File: config.mk
export PLATFORM = sky130hd
export DESIGN_NAME = led_pattern_seq
export DESIGN_NICKNAME = d
export VERILOG_FILES = /design/src/rtl/led_pattern_seq.sv
export SDC_FILE = /design/constraint.sdc
export NUM_CORES = 1
export LEC_CHECK = 0
export ABC_CLOCK_PERIOD_IN_PS = 7500
export BUFFER_PORTS_ARGS = -buffer_cell sky130_fd_sc_hd__buf_2
export CAP_MARGIN = 20
export CORE_MARGIN = 2
export CORE_UTILIZATION = 30
export CTS_BUF_LIST = sky130_fd_sc_hd__clkbuf_16
export DETAILED_ROUTE_END_ITERATION = 16
export GPL_ROUTABILITY_DRIVEN = 0
export GPL_TIMING_DRIVEN = 0
export SYNTH_ARGS = -nofsm -noshare
export SYNTH_HDL_FRONTEND = slang
export SYNTH_SLANG_ARGS = --single-unit
File: constraint.sdc
create_clock -name clk -period 7.5 [get_ports clk]
set_input_delay 1.125 -clock clk [delete_from_list [all_inputs] [get_ports clk]]
set_output_delay 1.125 -clock clk [all_outputs]
set_load 0.02 [all_outputs]
File: src/rtl/led_pattern_seq.sv
// LED pattern sequencer: turns divider ticks into COUNT / SCAN / BLINK / FADE
// patterns on the board LEDs, all on the single system clock.
module led_pattern_seq #(
    parameter int unsigned WIDTH    = 8,
    parameter int unsigned PWM_BITS = 4
) (
    input  logic             clk,
    input  logic             rst,
    input  logic             tick_in,
    input  logic [1:0]       mode_in,
    input  logic             pause_in,
    output logic [WIDTH-1:0] leds,
    output logic [1:0]       mode_out,
    output logic             pattern_wrap
);

    localparam int unsigned POS_W = (WIDTH > 2) ? $clog2(WIDTH) : 1;

    typedef enum logic [1:0] {
        MODE_COUNT = 2'd0,
        MODE_SCAN  = 2'd1,
        MODE_BLINK = 2'd2,
        MODE_FADE  = 2'd3
    } mode_t;

    // Bit i set when i is even (0x55 for eight LEDs)
    function automatic logic [WIDTH-1:0] even_bits();
        logic [WIDTH-1:0] p;
        p = '0;
        for (int i = 0; i < int'(WIDTH); i++) begin
            p[i] = ((i % 2) == 0);
        end
        return p;
    endfunction

    localparam logic [WIDTH-1:0]    EVEN_PAT = even_bits();
    localparam logic [PWM_BITS-1:0] DUTY_MAX = '1;
    localparam logic [POS_W-1:0]    POS_MAX  = POS_W'(WIDTH - 1);

    mode_t               mode_q,    mode_d;
    logic [WIDTH-1:0]    count_q,   count_d;
    logic [POS_W-1:0]    pos_q,     pos_d;
    logic                scan_dn_q, scan_dn_d;
    logic                phase_q,   phase_d;
    logic [PWM_BITS-1:0] duty_q,    duty_d;
    logic                duty_dn_q, duty_dn_d;
    logic [PWM_BITS-1:0] pwm_q;
    logic [WIDTH-1:0]    leds_d;
    logic                wrap_d;
    logic                step;

    assign step = tick_in & ~pause_in;

    // Step evaluation: mode switch loads start state, otherwise advance active mode
    always_comb begin
        mode_d    = mode_q;
        count_d   = count_q;
        pos_d     = pos_q;
        scan_dn_d = scan_dn_q;
        phase_d   = phase_q;
        duty_d    = duty_q;
        duty_dn_d = duty_dn_q;
        wrap_d    = 1'b0;

        if (step) begin
            if (mode_t'(mode_in) != mode_q) begin
                mode_d = mode_t'(mode_in);
                case (mode_t'(mode_in))
                    MODE_COUNT: count_d = '0;
                    MODE_SCAN: begin
                        pos_d     = '0;
                        scan_dn_d = 1'b0;
                    end
                    MODE_BLINK: phase_d = 1'b0;
                    MODE_FADE: begin
                        duty_d    = '0;
                        duty_dn_d = 1'b0;
                    end
                    default: ;
                endcase
            end else begin
                case (mode_q)
                    MODE_COUNT: begin
                        count_d = count_q + WIDTH'(1);
                        wrap_d  = (count_q == '1);
                    end
                    MODE_SCAN: begin
                        if (!scan_dn_q) begin
                            pos_d = pos_q + POS_W'(1);
                            if (pos_d == POS_MAX) scan_dn_d = 1'b1;
                        end else begin
                            pos_d = pos_q - POS_W'(1);
                            if (pos_d == '0) begin
                                scan_dn_d = 1'b0;
                                wrap_d    = 1'b1;
                            end
                        end
                    end
                    MODE_BLINK: begin
                        phase_d = ~phase_q;
                        wrap_d  = phase_q;
                    end
                    MODE_FADE: begin
                        if (!duty_dn_q) begin
                            duty_d = duty_q + PWM_BITS'(1);
                            if (duty_d == DUTY_MAX) duty_dn_d = 1'b1;
                        end else begin
                            duty_d = duty_q - PWM_BITS'(1);
                            if (duty_d == '0) begin
                                duty_dn_d = 1'b0;
                                wrap_d    = 1'b1;
                            end
                        end
                    end
                    default: ;
                endcase
            end
        end
    end

    // LED pattern for the (possibly new) mode; FADE re-evaluates its PWM compare every cycle
    always_comb begin
        leds_d = '0;
        case (mode_d)
            MODE_COUNT: leds_d = count_d;
            MODE_SCAN:  leds_d = WIDTH'(1) << pos_d;
            MODE_BLINK: leds_d = phase_d ? ~EVEN_PAT : EVEN_PAT;
            MODE_FADE:  leds_d = {WIDTH{pwm_q < duty_d}};
            default:    leds_d = '0;
        endcase
    end

    // State and output registers; the PWM counter free-runs even while paused
    always_ff @(posedge clk or posedge rst) begin
        if (rst) begin
            mode_q       <= MODE_COUNT;
            count_q      <= '0;
            pos_q        <= '0;
            scan_dn_q    <= 1'b0;
            phase_q      <= 1'b0;
            duty_q       <= '0;
            duty_dn_q    <= 1'b0;
            pwm_q        <= '0;
            leds         <= '0;
            pattern_wrap <= 1'b0;
        end else begin
            mode_q       <= mode_d;
            count_q      <= count_d;
            pos_q        <= pos_d;
            scan_dn_q    <= scan_dn_d;
            phase_q      <= phase_d;
            duty_q       <= duty_d;
            duty_dn_q    <= duty_dn_d;
            pwm_q        <= pwm_q + PWM_BITS'(1);
            leds         <= leds_d;
            pattern_wrap <= wrap_d;
        end
    end

    assign mode_out = mode_q;

endmodule
Yosys cells after proc, flatten, opt, wreduce, memory -nomap -nowiden:

Index checks and enable logic that the tools add are counted.
W data, S select, Z words.

* output and inout port bits: 11
* input bits: 6
* register bits: 33
* bits in latches: 0
* memory bits (read-only): 0
* bits in writable memories: 0
* memories: 0

* $mul: 0
* shift operators: 1
* add/sub/neg operators: 6
* equal/unequal tests: 15
* reduce and logical (&&, ||, !) cells: 9
* div/mod/pow operators: 0
* $lt $le $gt $ge: 1
* bitwise gates (word level): 3
* mux-type cells: 41

Operator list (number)
* $mux W8: 5
* $pmux W8 S4: 1
* $mux W1: 22
* $mux W4: 5
* $mux W3: 5
* $eq A2 B2 Y1 const B: 6
* $add A4 B1 Y4 const B: 2
* $add A8 B1 Y8 const B: 1
* $eq A8 B8 Y1 const B: 1
* $shl A1 B3 Y8 const A: 1
* $eq A2 B1 Y1 const B: 3
* $logic_not A2 Y1: 3
* $reduce_and A3 Y1: 2
* $eq A4 B4 Y1 const B: 1
* $logic_not A4 Y1: 1
* $lt A4 B4 Y1: 1
* $mux W2: 2
* $ne A2 B1 Y1 const B: 2
* $pmux W1 S4: 1
* $reduce_bool A2 Y1: 2
* $sub A4 B1 Y4 const B: 1
* $add A3 B1 Y3 const B: 1
* $eq A3 B3 Y1 const B: 1
* $logic_not A3 Y1: 1
* 4 further kinds: 5

Depth between registers and ports, before layout:

Gate-level depths: netlist (run 1).

* depth after elaboration: 7
* mapped depth: 13
* mapped depth without buffers: 13

Least setup slack after synthesis (run 1):

Ideal clock, no wire load.

* path type: input port to flip-flop
* start point: input tick_in
* end point: register leds[6]
* path slack: 4377 ps
* path buffers: 1
* stages on the path: 11
* data required time: 7361 ps
* data arrival time: 2983 ps
* cell sequence: nor2b_1 -> buf_2 -> and3_1 -> nand2_1 -> o31a_1 -> ha_1 -> a21oi_1 -> a211oi_1 -> a31oi_1 -> a22oi_1 -> a21oi_1

* word-level cells in the longest chain between the ends: 4
* elaborated cells on any way between the ends: 14

RTL lines
* start, declared: line 9 `input logic tick_in,`
* $and A1 B1 Y1 (*): line 52 `assign step = tick_in & ~pause_in;`
* $mux W4 (tied with other cells): line 65 `if (step) begin`
* $lt A4 B4 Y1 (tied with other cells): line 128 `MODE_FADE: leds_d = {WIDTH{pwm_q < duty_d}};`
* $pmux W8 S4 (*): line 124 `case (mode_d)`
* via leds_d[6]: line 48 `logic [WIDTH-1:0] leds_d;`
* end signal, assigned: line 155 `leds <= leds_d;`
* end, declared: line 12 `output logic [WIDTH-1:0] leds,`

The timed path passes the listed nets; every way through them passes the cells marked *.
A chain may end at the register's enable or synchronous reset.

Worst setup path after layout (run 1):

Same ends and word-level chain as after synthesis.

==> metrics, run 1 <==
status completed; Most used DFF post-synth dfrtp_1; P_sw 0.0001813 W; # clock sinks 33; pin count of the biggest net entering global routing 19; # resized after CTS 0; Antenna Nets Post-Route 0; die area 7566 um2; Gate Count Post-Synth 214; overall routed net length approximately 4.6 mm; Total GRT Usage 0.1293; sequential share of power 0.384; Clock Root Buffer clkbuf_16; Max VDD drop roughly 0.077 mV; r2r startpoint mode_out[0]$_DFF_PP0_; post-synthesis compound-gate area fraction 0.1720; final hold vios 0; RSZ-0062 raised after global routing false; WS Path Type input pin to register; CP startpoint tick_in; Die Y 86.98 um; number of global-route vias before repair 1644; Critical R2R Capture leds[6]$_DFF_PP0_; Site Rows 30; clock skew ~0.0066 ns; CP Capture Type register; Syn-to-layout area delta 16.96%; count leader, synth dfrtp_1; number of synthesized flops with an enable pin 0; adder-cell share of the synthesized area 0.08480; Tcrit/Tclk final 0.4607; post-synth top area cell dfrtp_1; NumNets Final 258; CP endpoint leds[6]$_DFF_PP0_; share of cells above drive strength 1 0.1757; Area contributors post-synth dfrtp_1, ha_1, nand2_1, mux2i_1, nand3_1; IO Port Bufs 16; R2R setup slack around 4.7 ns; IO Pins 17; multi-input combinational cell area 1144 um2; Clock power frac 0.352; worst reg2reg path depth 10; post-DR wirelength/cell between 10 and 15 um; leakage power around 1.1 nW; sw frac 0.3241; # setup viols final 0; Tightest Hold Check Type register to register; 1st-iter DRT viols 85; main combinational cell family by area after synthesis simple AND/OR/NAND/NOR gates; Int Power 0.0003780 W; Warnings, synthesis 0; final core occ 0.3596; most common library cells after synthesis dfrtp_1, nand2_1, nand3_1, ha_1, inv_1; Final Max Tran Viols 0; Seq/Total Area, Yosys 0.3998; htree depth 2; Async S/R FF share, synth 1.000; DIE WIDTH 86.98 um; WP data required 7.63 ns; Setup crit start kind input pin; CTS Buf Count 5; fillers slightly below 700; Yosys reg bits 33; pwr/cell area 231.5 nW/um2; half-perimeter wire length after placement 3.411 mm; Initial Util 0.3074; clk_lat worst skew 0.28 ns; fmax ~290 MHz; Synth Area per Inst 9.653 um2; storage element area roughly 830 um2; synth unique cells 50; antenna violations before repair 0; HP Start pwm_q[3]$_DFF_PP0_; synthesized cell area just over 2000 um2; crit path max fanout 9; area of the core ~6700 um2; DR vias 1650; Worst-Margin Slew 0.7662 ns; GRT overflow 0; mux share of post-synthesis cell area 0.05633; n_diodes 0; Post-CTS Setup Inserts 0; syn nets 234; clock edge transition at the registers on the reported setup and hold paths 0.06 ns; clock buffer depth 2; Logic pwr share 0.264; Max-slew headroom 0.4886; max-cap viol count 0; first-pass GRT wire length roughly 7.8 mm; setup TNS 0 ns; CTS tree yes; Post-Synth Simple-Gate Area 0.1981; Tmin final 3.455 ns; Post-Synth XOR/XNOR Area 0.04240; CTS hold repair buffers 0; CP arrival between 3 and 4 ns; DRC viols 0; router iterations before antenna repair 4; Vias per Instance 5.172; Synth top area share 0.3998
-- per-stage QoR --
step	std cells	instance area [um2]	worst slack (ns)	hold WS [ns]	power, W
6_report	319	2416	4.045	0.4775	0.0005593
5_1_grt	319	2416	3.856	0.4934	0.0005912
4_1_cts	319	2416	4.103	0.4810	0.0005643
3_5_place_dp	311	2273	3.817	0.4735	0.0003655
3_3_place_gp	310	2246	3.844	0.4748	0.0003600
2_1_floorplan	214	2066	4.377	0.4448	0.0003220
-- cell families (layout without fill, tap and decap cells) --
logic type	after synthesis	after routing
simple gates	73	73
compound gates	50	50
flops	33	33
buf+inv	23	48
fa+ha+maj	14	14
mux	11	11
xor+xnor	10	10
-- critical path: stages --
cell	delay [ns]
buf_2	0.14
nor2b_1	0.13
buf_2	0.20
and3_1	0.24
nand2_1	0.10
o31a_1	0.29
ha_1	0.29
a21oi_1	0.10
a211oi_1	0.25
a31oi_1	0.09
a22oi_1	0.46
a21oi_1	0.16
-- area by class of cell --
type,instances,share of cell area
multi-input cells,158,0.4733
flip-flops and latches,33,0.3418
clock buffers,5,0.05179
repair buffers,17,0.04454
well taps,80,0.04143
inverters,14,0.02175
plain buffers,9,0.01813
clock inverters,3,0.007250
-- per-layer routing --
layer,vias to the layer above,track usage,share of wire
li1,825,-,-
met1,777,0.1708,0.50
met2,44,0.2075,0.46
met3,4,0.02559,0.034
met4,0,0.05114,0.0083
met5,-,0,0
-- cells in the final DEF (no fill, tap or decap), types with 3 or more instances in the layout --
cell	n
nor2_1	5
o21ai_0	9
clkbuf_1	3
a2bb2oi_1	6
nand3_1	15
nand2b_1	3
and3_1	3
o31a_1	3
a21oi_1	9
clkbuf_16	5
ha_1	14
inv_1	14
dfrtp_1	33
mux2i_1	8
buf_2	21
nor3_1	4
nand4_1	4
xor2_1	3
nand2_1	23
o31ai_1	5
xnor2_1	7
-- registers in the layout, indices dropped and copies added (netlist names) --
register	cells
count_q	8
duty_dn_q	1
duty_q	4
leds	8
mode_out	2
pattern_wrap	1
phase_q	1
pos_q	3
pwm_q	4
scan_dn_q	1
-- how the worst min path moves through the flow --
stage,end,cells past startpoint
final,pwm_q[3]$_DFF_PP0_,1
after global routing,pwm_q[3]$_DFF_PP0_,1
after CTS,pwm_q[3]$_DFF_PP0_,1
after detailed placement,pwm_q[3]$_DFF_PP0_,1
after global placement,pwm_q[3]$_DFF_PP0_,1
after floorplan,pwm_q[0]$_DFF_PP0_,1
-- power by group through the flow --
| stage | Clock (W) | Combinational [W] | Sequential (W) |
|---|---|---|---|
| after floorplan | 0 | 0.0000879 | 0.000234 |
| after global placement | 0 | 0.000143 | 0.000217 |
| after detailed placement | 0 | 0.000147 | 0.000218 |
| after CTS | 0.000201 | 0.000148 | 0.000215 |
| after global routing | 0.000209 | 0.000164 | 0.000218 |
| final | 0.000197 | 0.000148 | 0.000215 |
Note: power is estimated with default switching activity, not from simulation.
==> inputs of run 2 (changes only) <==
- ABC_CLOCK_PERIOD_IN_PS: 7500 -> 3000
- clock period: 7.5 -> 3 ns (I/O delays scaled with it)
==> run 2 against run 1 <==
  * Clock power rose to 2.5 times the previous value
  * Clock skew about the same
  * First-iteration DRC count up 11%
  * Highest routed layer unchanged
  * Critical endpoint unchanged
  * Cell area up 0.47%
  * Largest power group unchanged
  * Sequential power up 150%
  * Total power rose to 2.5 times the previous value
==> metrics, run 2 (synthesized netlist as in run 1, its figures left out) <==
Initial Util 0.3074 (unchanged); Tmin final about 2.8 ns; GRT overflow 0 (unchanged); CP arrival 2.95 ns (-0.63 ns); Tcrit/Tclk final 0.9172; number of global-route vias before repair 1644 (unchanged); pwr/cell area 580.9 nW/um2 (+150%); CTS hold repair buffers 0 (unchanged); htree depth 2 (unchanged); Total GRT Usage 0.1293 (unchanged); first-pass GRT wire length 7.762 mm (unchanged); Worst-Margin Slew 0.7682 ns (+0.001973 ns); area of the core 6719 um2 (unchanged); CTS Buf Count 5 (unchanged); Final Max Tran Viols 0 (unchanged); IO Pins 17 (unchanged); DR vias 1651 (+0.061%); fillers 684 (-0.44%); max-cap viol count 0 (unchanged); post-DR wirelength/cell 14.30 um (+0.18%); IO Port Bufs 16 (unchanged); commonest non-fill, non-tap cell in the layout dfrtp_1; overall routed net length 4.561 mm (+0.18%); fmax 363.4 MHz; Site Rows 30 (unchanged); antenna violations before repair 0 (unchanged); router iterations before antenna repair 5 (+1); crit path max fanout 7 (-2); NumNets Final 258 (unchanged); # setup viols final 0 (unchanged); n_diodes 0 (unchanged); die area 7566 um2 (unchanged); Setup crit start kind register; Die Y 86.98 um (unchanged); Max VDD drop 0.1935 mV (+150%); 1st-iter DRT viols 94 (+11%); Max-slew headroom 0.4873 (-0.001316); leakage power 1.116 nW (about the same); Largest regs count_q x8, leds x8; clock buffer depth 2 (unchanged); status completed; Syn-to-layout area delta 17.50%; pin count of the biggest net entering global routing 19 (unchanged); Clock Root Buffer clkbuf_16; clk_lat worst skew 0.28 ns (about the same); WS Path Type register to register; CP Capture Type register; DRC viols 0 (unchanged); DIE WIDTH 86.98 um (unchanged); clock skew 0.006970 ns (+0.0003973 ns); Vias per Instance 5.176 (about the same); half-perimeter wire length after placement 3.411 mm (unchanged); most frequent cells in the layout dfrtp_1, nand2_1, buf_2; WP data required 3.20 ns (-4.43 ns); final core occ 0.3613 (+0.001676); Post-CTS Setup Inserts 0 (unchanged); worst reg2reg path depth 12 (+2); RSZ-0062 raised after global routing true; clock edge transition at the registers on the reported setup and hold paths 0.06 ns (about the same); CTS tree yes; Antenna Nets Post-Route 0 (unchanged); # clock sinks 33 (unchanged); # resized after CTS 0 (unchanged); setup TNS 0 ns (unchanged); final hold vios 0 (unchanged); Tightest Hold Check Type input pin to async pin; share of cells above drive strength 1 0.1883 (+0.01255)
[run 2: metrics by stage]
stage / cell area (um2) / total power (W) / setup WS [ns] / hold WS (ns) / instances
after global placement: 2246 / 0.0009000 / 0.01869 / 0.4748 / 310
after floorplan: 2066 / 0.0008051 / 0.5370 / 0.4448 / 214
after CTS: 2416 / 0.001411 / 0.2399 / 0.3380 / 319
final: 2427 / 0.001410 / 0.2485 / 0.3064 / 319
after detailed placement: 2273 / 0.0009137 / -0.007715 / 0.4735 / 311
after global routing: 2427 / 0.001487 / -0.002534 / 0.3737 / 319
[run 2: layer usage]
metal  vias up  track usage  wire length, um
met3         7      0.02559              168
met5         -            0                0
li1        825            -                -
met1       782       0.1708             2247
met2        37       0.2075             2073
met4         0      0.05114               72
[run 2: cell type report]
type                    count  area [um2]  share of cell area
multi-input cells         158        1154              0.4753
flip-flops and latches     33       827.0              0.3407
clock buffers               5       125.1             0.05155
repair buffers             17       107.6             0.04433
well taps                  80       100.1             0.04124
inverters                  14       52.55             0.02165
plain buffers               9       43.79             0.01804
clock inverters             3       17.52            0.007216
[run 2: path summary, 6_finish.rpt]
check	from	end	slack, ns
max in group asynchronous	rst	duty_q[0]$_DFF_PP0_	2.14
min in group clk	pwm_q[3]$_DFF_PP0_	pwm_q[3]$_DFF_PP0_	0.48
max	duty_q[2]$_DFF_PP0_	leds[6]$_DFF_PP0_	0.25
min reg2reg	pwm_q[3]$_DFF_PP0_	pwm_q[3]$_DFF_PP0_	0.48
max reg2reg	duty_q[2]$_DFF_PP0_	leds[6]$_DFF_PP0_	0.25
min	rst	mode_out[1]$_DFF_PP0_	0.31
[run 2: worst max-delay path, stage by stage (launching register included)]
cell	delay, ns
dfrtp_1	0.35
clkbuf_1	0.17
nand2b_1	0.18
o32a_1	0.32
a21o_1	0.18
nand2_1	0.08
o31a_1	0.13
ha_1	0.24
a21oi_1	0.23
nand3_1	0.10
a31oi_1	0.30
a22oi_2	0.19
a21oi_1	0.20
[run 2: report_power, final]
part           internal (W)  switching (W)  total [W]
Combinational      0.000140       0.000237   0.000377
Clock              0.000304       0.000192   0.000495
Sequential         0.000504      0.0000332   0.000537
